<file path="src/rtl/array_11_access_ctrl.sv">
// Single-port access controller for a 64x114 masked SRAM macro: merges write
// and read request channels onto RW0, zero-fills after reset, buffers reads.
module array_11_access_ctrl #(
  parameter int DEPTH         = 64,
  parameter int ADDR_W        = 6,
  parameter int DATA_W        = 114,
  parameter int MASK_W        = 2,
  parameter int STARVE_LIMIT  = 4,
  parameter int INIT_ON_RESET = 1
) (
  input  logic              clock,
  input  logic              reset_n,
  output logic              init_done,
  input  logic              w_valid,
  output logic              w_ready,
  input  logic [ADDR_W-1:0] w_addr,
  input  logic [MASK_W-1:0] w_mask,
  input  logic [DATA_W-1:0] w_data,
  input  logic              r_req_valid,
  output logic              r_req_ready,
  input  logic [ADDR_W-1:0] r_addr,
  output logic              r_resp_valid,
  input  logic              r_resp_ready,
  output logic [DATA_W-1:0] r_resp_data,
  output logic              sram_en,
  output logic              sram_wmode,
  output logic [ADDR_W-1:0] sram_addr,
  output logic [MASK_W-1:0] sram_wmask,
  output logic [DATA_W-1:0] sram_wdata,
  input  logic [DATA_W-1:0] sram_rdata
);

  localparam int SW = $clog2(STARVE_LIMIT + 1);

  typedef enum logic {ST_INIT, ST_RUN} state_e;

  state_e            state_q, state_d;
  logic [ADDR_W-1:0] init_cnt_q, init_cnt_d;
  logic [SW-1:0]     starve_cnt_q, starve_cnt_d;
  logic              inflight_q, inflight_d;
  logic              wr_ptr_q, wr_ptr_d;
  logic              rd_ptr_q, rd_ptr_d;
  logic [1:0]        count_q, count_d;
  logic [DATA_W-1:0] fifo_q [2];

  logic       run, pop, push, can_read, starved, rd_gnt, wr_gnt;
  logic [2:0] credit_use;

  // Arbitration: a read wins unless a waiting write has lost STARVE_LIMIT times.
  always_comb begin
    run        = reset_n && (state_q == ST_RUN);
    pop        = r_resp_valid & r_resp_ready;
    push       = inflight_q;
    credit_use = {1'b0, count_q} + {2'b00, inflight_q} - {2'b00, pop};
    can_read   = (credit_use < 3'd2);
    starved    = w_valid && (starve_cnt_q == SW'(STARVE_LIMIT));
    rd_gnt     = run & r_req_valid & can_read & ~starved;
    wr_gnt     = run & w_valid & ~rd_gnt;
  end

  // Next-state logic.
  always_comb begin
    // NOTE: every comb output gets a default first, so no path can infer a latch.
    state_d      = state_q;
    init_cnt_d   = init_cnt_q;
    starve_cnt_d = starve_cnt_q;
    inflight_d   = rd_gnt;
    wr_ptr_d     = wr_ptr_q ^ push;
    rd_ptr_d     = rd_ptr_q ^ pop;
    count_d      = count_q + {1'b0, push} - {1'b0, pop};
    if (state_q == ST_INIT) begin
      init_cnt_d = init_cnt_q + 1'b1;
      if (init_cnt_q == ADDR_W'(DEPTH - 1)) begin
        state_d    = ST_RUN;
        init_cnt_d = '0;
      end
    end
    if (wr_gnt) begin
      starve_cnt_d = '0;
    end else if (rd_gnt && w_valid && (starve_cnt_q != SW'(STARVE_LIMIT))) begin
      starve_cnt_d = starve_cnt_q + 1'b1;
    end
  end

  // Outputs; the macro port is forced idle while reset_n is low.
  always_comb begin
    sram_en      = 1'b0;
    sram_wmode   = 1'b0;
    sram_addr    = '0;
    sram_wmask   = '0;
    sram_wdata   = '0;
    init_done    = run;
    r_req_ready  = rd_gnt;
    w_ready      = wr_gnt;
    r_resp_valid = (count_q != 2'd0);
    r_resp_data  = fifo_q[rd_ptr_q];
    if (reset_n) begin
      if (state_q == ST_INIT) begin
        sram_en    = 1'b1;
        sram_wmode = 1'b1;
        sram_addr  = init_cnt_q;
        sram_wmask = '1;
      end else if (rd_gnt) begin
        sram_en   = 1'b1;
        sram_addr = r_addr;
      end else if (wr_gnt) begin
        sram_en    = 1'b1;
        sram_wmode = 1'b1;
        sram_addr  = w_addr;
        sram_wmask = w_mask;
        sram_wdata = w_data;
      end
    end
  end

  always_ff @(posedge clock or negedge reset_n) begin
    if (!reset_n) begin
      state_q <= (INIT_ON_RESET != 0) ? ST_INIT : ST_RUN;
    end else begin
      state_q <= state_d;
    end
  end

  always_ff @(posedge clock or negedge reset_n) begin
    // NOTE: sequential state uses non-blocking assignments so all flops update together.
    if (!reset_n) begin
      init_cnt_q   <= '0;
      starve_cnt_q <= '0;
      inflight_q   <= 1'b0;
      wr_ptr_q     <= 1'b0;
      rd_ptr_q     <= 1'b0;
      count_q      <= 2'd0;
    end else begin
      init_cnt_q   <= init_cnt_d;
      starve_cnt_q <= starve_cnt_d;
      inflight_q   <= inflight_d;
      wr_ptr_q     <= wr_ptr_d;
      rd_ptr_q     <= rd_ptr_d;
      count_q      <= count_d;
    end
  end

  // NOTE: FIFO storage is not reset; count_q alone decides which entries are valid.
  always_ff @(posedge clock) begin
    if (push) begin
      fifo_q[wr_ptr_q] <= sram_rdata;
    end
  end

endmodule

</file>
<file path="config.mk">
export PLATFORM = sky130hd
export DESIGN_NAME = array_11_access_ctrl
export DESIGN_NICKNAME = d
export VERILOG_FILES = /design/src/rtl/array_11_access_ctrl.sv
export SDC_FILE = /design/constraint.sdc
export NUM_CORES = 1
export LEC_CHECK = 0
export CAP_MARGIN = 25
export CORE_AREA = 2 2 190 192
export DETAILED_ROUTE_END_ITERATION = 16
export DIE_AREA = 0 0 192 194
export GPL_TIMING_DRIVEN = 0
export PLACE_DENSITY = 0.59
export SETUP_SLACK_MARGIN = 0.1
export SLEW_MARGIN = 20
export SYNTH_ARGS = -nofsm -noshare
export SYNTH_HDL_FRONTEND = slang
export SYNTH_SLANG_ARGS = --single-unit
</file>
<file path="constraint.sdc">
create_clock -name clock -period 11 [get_ports clock]
set_input_delay 2.75 -clock clock [delete_from_list [all_inputs] [get_ports clock]]
set_output_delay 2.75 -clock clock [all_outputs]
set_load 0.01 [all_outputs]
</file>
# == Word-level counts from Yosys, hierarchy flattened ==
# Memory sizes are Yosys's and may differ from the RTL's.
# Index checks and enable logic that the tools add are counted.
# totals
out_inout_bits,242
ff_bits,15
word_cells,60
mem_bits_rw,228
mem_count,1
# memory_table
memory,words,word_bits,read_ports,rd_ports_with_merged_regs,wr,line_no,rtl
fifo_q,2,114,1,0,1,44,logic [DATA_W-1:0] fifo_q [2];
# op_classes
bitwise_logic,10
mux,26
n_eq_ne,3
add_sub_neg,6
order_cmp,1
n_reduce_logical,6
# ops
cell,count
2-to-1 mux 114 bit,4
2-to-1 mux 6 bit,5
2-to-1 mux 1 bit,11
2-to-1 mux 2 bit,4
"adder 6 x 1 -> 6 bit, second input constant",1
bitwise AND 1 bit,6
"equality test 6 bit, second input constant",1
2-to-1 mux 3 bit,2
logical AND 1 bit,4
nonzero test 2 bit,2
adder 2 x 1 -> 3 bit,1
"adder 3 x 1 -> 3 bit, second input constant",1
"equality test 3 bit, second input constant",1
"< comparator 3 x 2 -> 1 bit, second input constant",1
"inequality test 3 bit, second input constant",1
subtractor 3 x 1 -> 3 bit,1
adder 2 x 1 -> 2 bit,1
NOT 1 bit,2
subtractor 2 x 1 -> 2 bit,1
XOR 1 bit,2

# == Depth between registers and ports, before layout ==
# Gate-level depths: netlist (run 1).
# logic_depth
ltp_word,12
mapped_depth,12
depth_no_buf,10

# == Worst setup path before layout (run 1) ==
# OpenSTA, ideal clock, no wires.
# synth_timing
path_type,input port to output port
start,in r_resp_ready
end,out sram_addr[0]
arrival_ps,4753
path_slack_ps,3497
n_path_buf,1
stages,10
cell_sequence,and2_1 -> ha_1 -> inv_1 -> ha_1 -> inv_1 -> fa_1 -> and2_1 -> buf_2 -> and4_4 -> a221o_1
# synth_between
elab_chain_len,11
# synth_rtl
element,line_no,rtl
from (decl),23,"input logic r_resp_ready,"
bitwise AND 1 bit *,52,pop = r_resp_valid & r_resp_ready;
subtractor 3 x 1 -> 3 bit *,54,"credit_use = {1'b0, count_q} + {2'b00, inflight_q} - {2'b00, pop};"
< comparator 3 x 2 -> 1 bit *,55,can_read = (credit_use < 3'd2);
bitwise AND 1 bit * (2 in series),57,rd_gnt = run & r_req_valid & can_read & ~starved;
named net r_req_ready,20,"output logic r_req_ready,"
NOT 1 bit,58,wr_gnt = run & w_valid & ~rd_gnt;
bitwise AND 1 bit,58,
2-to-1 mux 6 bit,106,end else if (wr_gnt) begin
2-to-1 mux 6 bit *,103,end else if (rd_gnt) begin
2-to-1 mux 6 bit *,98,if (state_q == ST_INIT) begin
2-to-1 mux 6 bit *,97,if (reset_n) begin
to (decl),27,"output logic [ADDR_W-1:0] sram_addr,"
# Mark *: on every way through the listed nets, which the timed path passes. The rest lies on a longest branch.

# == Final worst setup path (run 1) ==
# layout_timing
start,in r_resp_ready
end,out sram_wdata[80]
# layout_between
elab_chain_len,11
# layout_rtl
element,line_no,rtl
bitwise AND 1 bit *,52,
subtractor 3 x 1 -> 3 bit *,54,
< comparator 3 x 2 -> 1 bit *,55,
bitwise AND 1 bit * (2 in series),57,
NOT 1 bit,58,
bitwise AND 1 bit,58,
2-to-1 mux 114 bit,106,
2-to-1 mux 114 bit *,103,
2-to-1 mux 114 bit *,98,
2-to-1 mux 114 bit *,97,
to (decl),29,"output logic [DATA_W-1:0] sram_wdata,"
# Every way passes the cells marked *; elsewhere a longest branch is shown, timed or not.

==> qor.yml, run 1 <==
outcome: "finished, final reports clean"
grt_max_degree: 49
drtIter0Drc: 256
final_antenna_net_count: 0
final.setup.tns_ns: 0
drc: 0
critical_path.max_fanout: 10
power.total_mw: 2.65
synth_enable_flop_cells: 228
ys.flop_type: "edfxtp_1"
die_w_um: 192
ir_drop_uv: 108
overflow: 0
ys_seq_elements: 243
vias: 6976
rr_worst_depth: 11
synth.cell_area_sq_um: 10100
drive_gt1_share_pct: 17.5
cp.arrival_ns: 5.87
synthTopCellsByCount: "228 x edfxtp_1, 120 x and2_1, 115 x mux2_2, 17 x buf_2, 15 x dfrtp_1"
wl_met2_um: 15200
syn-num-nets: 847
postLayoutCellArea_sq_um: 16600
synthToLayoutAreaGrowth_pct: 64.3
hold_depth: 1
crit_required_ns: 8.25
finalSetupViolations: 0
synth_top_area_cell: "edfxtp_1"
fin_crit_sh_pct: 78.4
io_pins: 489
min_from: "init_cnt_q[5]$_DFFE_PN0N_"
wl_met1_um: 14400
cts.clk_slew.worst_paths_ns: 0.06
fin_skew_ns: 0.0145
die-area_sq_um: 37200
r2r_slack_ns: 8.14
hold_path_class: "reg2reg"
worstSetupPathType: "in2out"
crit_path_start: "r_resp_ready"
yosysTopAreaCellShare_pct: 67.9
leakage_nw: 5.73
synth-seq-area-share_pct: 71.6
highest_layer: "met5"
drt-total-wl_um: 34000
netlist_instances: 592
chipHeight_um: 194
grt_pass1_wl_um: 48300
cts_max_path_buffers: 3
postCtsSetupBuffers: 0
post_dp_cell_area_sq_um: 15700
tightest_slew_ns: 0.931
maxCapViolations: 0
synth.distinct_cells: 40
max_freq_mhz: 116
wl_per_cell_um: 21.2
port_buffers: 488
place_congestion: 0.858
viasPerCell: 4.34
grt_use_total_pct: 17.6
postSynth.asyncResetShare_pct: 6.17
cts_resized: 0
crit_path_end_kind: "output port"
reg2reg_to: "starve_cnt_q[1]$_DFFE_PN0P_"
fin_nets: 1369
antenna_found_initial: 24
cts_tree: "done"
hpwl_um: 26800
relSlewSlack_pct: 37.7
cts.sinks: 243
firstDrtPassIters: 4
final-hold-violation-count: 0
ctsHoldBuffers: 0
coreArea_sq_um: 35200
cts.htree.levels: 1
route.met3.wl_um: 3800
initial_core_util_pct: 28.6
yosysMostFrequentCell: "edfxtp_1"
rsz0062_at_grt: "no"
start_kind: "primary input"
avgSynthCellArea_sq_um: 17.0
hold_end: "init_cnt_q[5]$_DFFE_PN0N_"
finalCriticalPeriod_ns: 8.62
clk_latency_ns: 0.54
synth_warnings: 0
power.density_nw_per_um2: 160
grt_pass1_vias: 7236
num_rows: 69
reg2reg_from: "count_q[1]$_DFF_PN0_"
numCtsBuffers: 28
synthTopCellsByArea: "edfxtp_1 68%, mux2_2 13%, and2_1 7.4%"
cts-root-buf: "clkbuf_16"
slew_violations: 0
-- cells in the final DEF (no fill, tap or decap), drive strengths merged, types with 2 or more instances in the layout --
master	netlist	layout
nand4	5	5
nand2	7	7
nor2	2	2
nand3	8	8
a31o	3	3
ha	7	7
inv	10	11
and3	4	4
diode	0	12
clkinv	0	14
a31oi	4	4
edfxtp	228	228
or2	2	2
and2	121	121
a41o	2	2
dfrtp	15	15
a221o	3	3
buf	28	32
a21o	2	2
clkbuf	3	36
xnor2	3	3
mux2	115	115
bufinv	0	2
clkdlybuf4s50	0	488
o21ai	7	7
-- layer usage --
layer | up-vias | global-route usage [%]
li1 | 3275 | -
met1 | 3379 | 23.1
met2 | 244 | 26.8
met3 | 56 | 8.42
met4 | 22 | 2.74
met5 | - | 0
-- power by group --
| group | internal, mW | switching [mW] |
|---|---|---|
| Combinational | 0.443 | 0.309 |
| Clock | 0.513 | 0.359 |
| Sequential | 1.02 | 0.00438 |
| Total | 1.97 | 0.672 |
-- cell type report --
cell class                 instances  area, sq um
fill                            3181        18700
sequential                       243         7220
timing repair buffer             492         4980
multi-input combinational        308         2630
clock buffer                      33          719
tap                              461          577
buffer                            31          220
clock inverter                    17          150
inverter                          10         37.5
antenna                           12         30.0
-- cells by family after synthesis --
group,synth area share [%]
mux,12.8
buf+inv,2.56
fa+ha+maj,1.07
simple gates,9.37
xor+xnor,0.422
compound gates,2.11
flops,71.6
-- worst max-delay path, cell delays in order --
cell and delay, ns:
clkdlybuf4s50_1 0.45, and2_1 0.18, ha_1 0.25, inv_1 0.05
ha_1 0.13, inv_1 0.05, fa_1 0.46, and2_1 0.19
a31oi_4 0.18, buf_6 0.21, buf_6 0.14, and2_1 0.24
clkdlybuf4s50_1 0.59
-- state kept, by name, summed over array words and instances (netlist names) --
| signal | flops |
|---|---|
| starve_cnt_q | 3 |
| state_q | 1 |
| wr_ptr_q | 1 |
| init_cnt_q | 6 |
| rd_ptr_q | 1 |
| inflight_q | 1 |
| fifo_q | 228 |
| count_q | 2 |
-- how the worst max path moves through the flow --
stage	end	cells past startpoint
final	sram_wdata[80]	13
after global routing	sram_addr[0]	12
after CTS	sram_wdata[61]	13
after detailed placement	sram_wdata[61]	13
after global placement	sram_wdata[63]	13
after floorplan	sram_addr[0]	10
-- per-stage QoR --
| stage | setup slack (ns) | hold WS [ns] | std cells | util (%) |
|---|---|---|---|---|
| 6_report | 2.38 | 0.509 | 1607 | 47.0 |
| 5_1_grt | 2.20 | 0.536 | 1597 | 47.0 |
| 4_1_cts | 2.34 | 0.509 | 1595 | 46.9 |
| 3_5_place_dp | 2.37 | 0.505 | 1545 | 44.5 |
| 3_3_place_gp | 2.35 | 0.502 | 1541 | 44.1 |
| 2_1_floorplan | 3.50 | 0.462 | 592 | - |
No activity file was read; power rests on OpenSTA's default activity.
==> inputs of run 2 (changes only) <==
CORE_AREA = 2 2 191 193   (was 2 2 190 192)
DIE_AREA = 0 0 193 195   (was 0 0 192 194)
clock period = 9 ns   (was 11 ns; I/O delays follow)
==> run 2 against run 1 <==
Sequential power grew 23%; non-clock buffer count grew 2; critical path depth is the same; sequential share of layout area shrank 0.11 points; final cell count shrank 0.62%; critical endpoint is now sram_wdata[94].
==> qor.yml, run 2 (synthesized netlist as in run 1, its figures left out) <==
crit_buf_inv: 6  # unchanged
largest_reg_flops: 228  # unchanged
drtIter0Drc: 272  # was 256
reg2reg_from: "count_q[1]$_DFF_PN0_"  # unchanged
fin_nets: 1371  # was 1,369
top_regs: "fifo_q (228), init_cnt_q (6), starve_cnt_q (3)"  # unchanged
wl_per_cell_um: 20.8  # was 21.2 um
hold_path_class: "reg2reg"  # unchanged
cp_num_cells: 13  # unchanged
tightest_slew_ns: 0.906  # was 0.931 ns
final-hold-violation-count: 0  # unchanged
crit_required_ns: 6.75  # was 8.25 ns
cts_tree: "done"  # unchanged
coreArea_sq_um: 35400  # was 35,200 sq um
largest-register: "fifo_q"  # unchanged
grt_pass1_wl_um: 47000  # was 48,300 um
clk_latency_ns: 0.53  # was 0.54 ns
final.setup.tns_ns: 0  # unchanged
crit_path_start: "r_resp_ready"  # unchanged
fin_skew_ns: 0.0208  # was 0.0145 ns
multiInputGateArea_sq_um: 2630  # unchanged
path_delay_family: "buffers and inverters"  # unchanged
max_freq_mhz: 130
relSlewSlack_pct: 39.4  # was 37.7%
place_congestion: 0.954  # was 0.858
leakage_nw: 5.75  # was 5.73 nW
fillCellCount: 3149  # was 3,181
vias: 6980  # was 6,976
r2r_slack_ns: 6.17  # was 8.14 ns
crit_path_end_kind: "output port"  # unchanged
crit_chain: "clkdlybuf4s50_1, and2_1, ha_1, inv_1, ha_1, inv_1, fa_1, and2_1, a31oi_4, buf_6, buf_6, and2_1, clkdlybuf4s50_1"  # unchanged
start_kind: "primary input"  # unchanged
ctsHoldBuffers: 0  # unchanged
crit_end: "sram_wdata[94]"  # was sram_wdata[80]
viasPerCell: 4.37  # was 4.34
power.density_nw_per_um2: 198  # was 160 nW/um^2
cp_common_cell: "and2_1"  # unchanged
cp.arrival_ns: 5.47  # was 5.87 ns
cts_resized: 0  # unchanged
maxCapViolations: 0  # unchanged
overflow: 0  # unchanged
grt_max_degree: 38  # was 49
critical_path.max_fanout: 10  # unchanged
hpwl_um: 25300  # was 26,800 um
finalCriticalPeriod_ns: 7.72
io_pins: 489  # unchanged
antenna_found_initial: 0  # was 24
rr_worst_depth: 11  # unchanged
grt_pass1_vias: 7336  # was 7,236
regArea_sq_um: 7220  # unchanged
synthToLayoutAreaGrowth_pct: 64.7  # was 64.3%
drt-total-wl_um: 33200  # was 34,000 um
cts.sinks: 243  # unchanged
slowest_stage: "clkdlybuf4s50_1"  # unchanged
firstDrtPassIters: 4  # unchanged
utilization_pct: 46.9  # was 47.0%
drc: 0  # unchanged
chipHeight_um: 195  # was 194 um
cts-root-buf: "clkbuf_16"  # unchanged
finalSetupViolations: 0  # unchanged
hold_depth: 1  # unchanged
min_from: "starve_cnt_q[0]$_DFFE_PN0P_"  # was init_cnt_q[5]$_DFFE_PN0N_
rsz0062_at_grt: "no"  # unchanged
cts_max_path_buffers: 3  # unchanged
grt_use_total_pct: 16.9  # was 17.6%
outcome: "finished, final reports clean"  # unchanged
reg2reg_to: "starve_cnt_q[1]$_DFFE_PN0P_"  # unchanged
port_buffers: 488  # unchanged
die-area_sq_um: 37600  # was 37,200 sq um
fin_crit_sh_pct: 85.8
num_rows: 69  # unchanged
initial_core_util_pct: 28.5  # was 28.6%
layout_commonest_cell: "clkdlybuf4s50_1"  # unchanged
drive_gt1_share_pct: 17.5  # about the same
cts.clk_slew.worst_paths_ns: 0.05  # was 0.06 ns
slew_violations: 0  # unchanged
numCtsBuffers: 28  # unchanged
final_antenna_net_count: 0  # unchanged
ir_drop_uv: 140  # was 108 uV
final_cell_mix: "488 x clkdlybuf4s50_1, 228 x edfxtp_1, 120 x and2_1"  # unchanged
worstSetupPathType: "in2out"  # unchanged
cts.htree.levels: 1  # unchanged
cp_slowest_stage_delay_ns: 0.63  # was 0.59 ns
die_w_um: 193  # was 192 um
postCtsSetupBuffers: 0  # unchanged
## run 2: cell types whose count changed in the layout (fill, tap and decap cells not counted), moves of 2 or more
cell / change
bufinv_16: +2
clkbuf_1: +2
clkinv_1: -2
clkinv_2: -4
diode_2: -9
buf_12: +4
buf_16: -2
## run 2: worst min-delay path by stage
stage,endpoint,slack [ns]
detailed placement,init_cnt_q[4]$_DFFE_PN0N_,0.52
CTS,starve_cnt_q[0]$_DFFE_PN0P_,0.53
global placement,starve_cnt_q[0]$_DFFE_PN0P_,0.52
finish,starve_cnt_q[0]$_DFFE_PN0P_,0.53
floorplan,init_cnt_q[5]$_DFFE_PN0N_,0.46
global route,init_cnt_q[5]$_DFFE_PN0N_,0.57
## run 2: metal layers
metal | part of all wire, % | wire length, um | global-route usage [%]
met5 | 0 | 0 | 0
met4 | 1.4 | 476 | 2.97
met3 | 9.2 | 3040 | 5.79
met2 | 44 | 14500 | 25.4
met1 | 46 | 15200 | 23.8
## run 2: final cells by class
class,instances,area share [%]
tap,461,3.47
antenna,3,0.0452
buffer,31,1.33
multi-input combinational,308,15.8
clock buffer,36,4.53
sequential,243,43.5
timing repair buffer,494,30.1
inverter,10,0.226
clock inverter,11,0.942
## run 2: report_power, final
group | total (mW) | leakage (nW) | internal [mW] | switching (mW)
Sequential | 1.25 | 2.23 | 1.24 | 0.00518
Clock | 1.13 | 0.437 | 0.696 | 0.430
Combinational | 0.919 | 3.08 | 0.542 | 0.377
## run 2: stage by stage
stage	hold slack [ns]	instances	setup slack (ns)	power (mW)	cell area [sq um]
global route	0.571	1594	1.13	3.44	16600
finish	0.527	1597	1.28	3.29	16600
global placement	0.516	1541	1.30	2.20	15500
detailed placement	0.521	1547	1.30	2.20	15700
CTS	0.530	1594	1.27	3.35	16600
floorplan	0.462	592	2.50	1.71	10100
==> inputs of run 3 (changes only) <==
PLACE_DENSITY = not set   (was 0.59)
TNS_END_PERCENT = 20   (was not set)
==> run 3 against run 2 <==
Sequential cell count unchanged; routed wire length is 2.0% lower; largest power group unchanged; combinational power hardly changed; highest routed layer is now met5; critical path depth stayed put; final cell count is 0.31% higher; utilization fell by 0.24 points; clock skew shrank 0.0024 ns; largest cell class unchanged; first-iteration DRC count is 6.6% higher; hold slack about the same.
==> qor.yml, run 3 (synthesized netlist as in run 1, its figures left out) <==
switchingPower_mw: 0.815  # was 0.812 mW
power.density_nw_per_um2: 194  # was 198 nW/um^2
synthToLayoutAreaGrowth_pct: 63.8  # was 64.7%
outcome: "finished, final reports clean"  # unchanged
tightest_slew_ns: 0.640  # was 0.906 ns
fin_nets: 1369  # was 1,371
num_rows: 69  # unchanged
pwr-share-seq_pct: 38.9  # was 37.9%
drtIter0Drc: 290  # was 272
finalCriticalPeriod_ns: 7.66  # was 7.72 ns
cts.htree.levels: 1  # unchanged
cts_tree: "done"  # unchanged
clk_latency_ns: 0.54  # was 0.53 ns
final_antenna_net_count: 0  # unchanged
rsz0062_at_grt: "no"  # unchanged
maxCapViolations: 0  # unchanged
viasPerCell: 4.39  # was 4.37
top_regs: "fifo_q (228), init_cnt_q (6), starve_cnt_q (3)"  # unchanged
wl_per_cell_um: 20.3  # was 20.8 um
largest-register: "fifo_q"  # unchanged
post_dp_cell_area_sq_um: 15700  # about the same
hpwl_um: 25200  # was 25,300 um
slew_violations: 0  # unchanged
crit_required_ns: 6.75  # about the same
ctsHoldBuffers: 0  # unchanged
largest_reg_flops: 228  # unchanged
critical_path.max_fanout: 10  # unchanged
clock_power_share_pct: 32.4  # was 34.2%
crit_path_end_kind: "output port"  # unchanged
fin_skew_ns: 0.0184  # was 0.0208 ns
cts-root-buf: "clkbuf_16"  # unchanged
ir_drop_uv: 122  # was 140 uV
hold_path_class: "reg2reg"  # unchanged
cp.arrival_ns: 5.41  # was 5.47 ns
chipHeight_um: 195  # unchanged
vias: 7025  # was 6,980
grt_use_total_pct: 16.5  # was 16.9%
pre_cts_ws_ns: 1.27  # was 1.30 ns
coreArea_sq_um: 35400  # unchanged
drive_gt1_share_pct: 17.3  # was 17.5%
dp_cells: 1545  # was 1,547
firstDrtPassIters: 6  # was 4
fin_crit_sh_pct: 85.1  # was 85.8%
p_int_mw: 2.39  # was 2.48 mW
initial_core_util_pct: 28.5  # unchanged
start_kind: "primary input"  # unchanged
grt_pass1_wl_um: 45200  # was 47,000 um
cts_resized: 0  # unchanged
place_congestion: 0.795  # was 0.954
layout_commonest_cell: "clkdlybuf4s50_1"  # unchanged
utilization_pct: 46.7  # was 46.9%
holdWs_ns: 0.527  # about the same
drt-total-wl_um: 32500  # was 33,200 um
drc: 0  # unchanged
numCtsBuffers: 27  # was 28
io_pins: 489  # unchanged
grt_pass1_vias: 7240  # was 7,336
leakage_nw: 5.71  # was 5.75 nW
relSlewSlack_pct: 57.3  # was 39.4%
max_freq_mhz: 131  # was 130 MHz
final.setup.tns_ns: 0  # unchanged
final-instance-count-excl-fill: 1602  # was 1,597
antenna_found_initial: 6  # was 0
die-area_sq_um: 37600  # unchanged
postCtsSetupBuffers: 0  # unchanged
die_w_um: 193  # unchanged
overflow: 0  # unchanged
cts_max_path_buffers: 3  # unchanged
grt_max_degree: 47  # was 38
cts.sinks: 243  # unchanged
postLayoutCellArea_sq_um: 16500  # was 16,600 sq um
worstSetupPathType: "in2out"  # unchanged
pwr-share-comb_pct: 28.7  # was 27.9%
final_cell_mix: "488 x clkdlybuf4s50_1, 228 x edfxtp_1, 120 x and2_1"  # unchanged
power.total_mw: 3.21  # was 3.29 mW
final-hold-violation-count: 0  # unchanged
worst_slack_ns: 1.34  # was 1.28 ns
swShare_pct: 25.4  # was 24.7%
cts.clk_slew.worst_paths_ns: 0.06  # was 0.05 ns
port_buffers: 488  # unchanged
finalSetupViolations: 0  # unchanged
==> run 3: power groups by stage <==
stage	combinational, mW	clock, mW	sequential, mW
global placement	0.938	0	1.27
floorplan	0.440	0	1.27
global route	0.985	1.12	1.25
finish	0.920	1.04	1.25
detailed placement	0.938	0	1.27
CTS	0.944	1.08	1.25
==> run 3: cell type report <==
| class | count | area, sq um |
|---|---|---|
| diodes | 6 | 15.0 |
| plain buffers | 31 | 220 |
| clock buffers | 35 | 706 |
| clock inverters | 15 | 120 |
| fillers | 3185 | 18900 |
| inverters | 10 | 37.5 |
| multi-input cells | 308 | 2630 |
| flip-flops and latches | 243 | 7220 |
| well taps | 461 | 577 |
| repair buffers | 493 | 4990 |
==> run 3: per-layer routing <==
metal / vias up / wire (um) / track usage, %
met5: - / 18 / 0
met4: 2 / 720 / 5.39
met3: 39 / 2960 / 5.01
met2: 327 / 18400 / 33.0
met1: 3405 / 10400 / 15.6
li1: 3252 / - / -
==> run 3: path summary, 6_finish.rpt <==
check,slack [ns],endpoint,cells past startpoint,from
max,1.34,sram_wdata[94],13,r_resp_ready
min,0.53,starve_cnt_q[0]$_DFFE_PN0P_,1,starve_cnt_q[0]$_DFFE_PN0P_
max reg2reg,6.20,starve_cnt_q[1]$_DFFE_PN0P_,11,count_q[1]$_DFF_PN0_
min reg2reg,0.53,starve_cnt_q[0]$_DFFE_PN0P_,1,starve_cnt_q[0]$_DFFE_PN0P_
max in group asynchronous,6.59,rd_ptr_q$_DFF_PN0_,2,reset_n
min in group asynchronous,1.98,init_cnt_q[1]$_DFFE_PN0N_,1,reset_n
==> run 3: worst max-delay path, stage by stage <==
cell	delay (ns)
clkdlybuf4s50_1	0.46
and2_1	0.16
ha_1	0.24
inv_1	0.06
ha_1	0.13
inv_1	0.05
fa_1	0.46
and2_1	0.19
a31oi_4	0.23
buf_6	0.26
buf_6	0.16
and2_1	0.14
clkdlybuf4s50_1	0.61
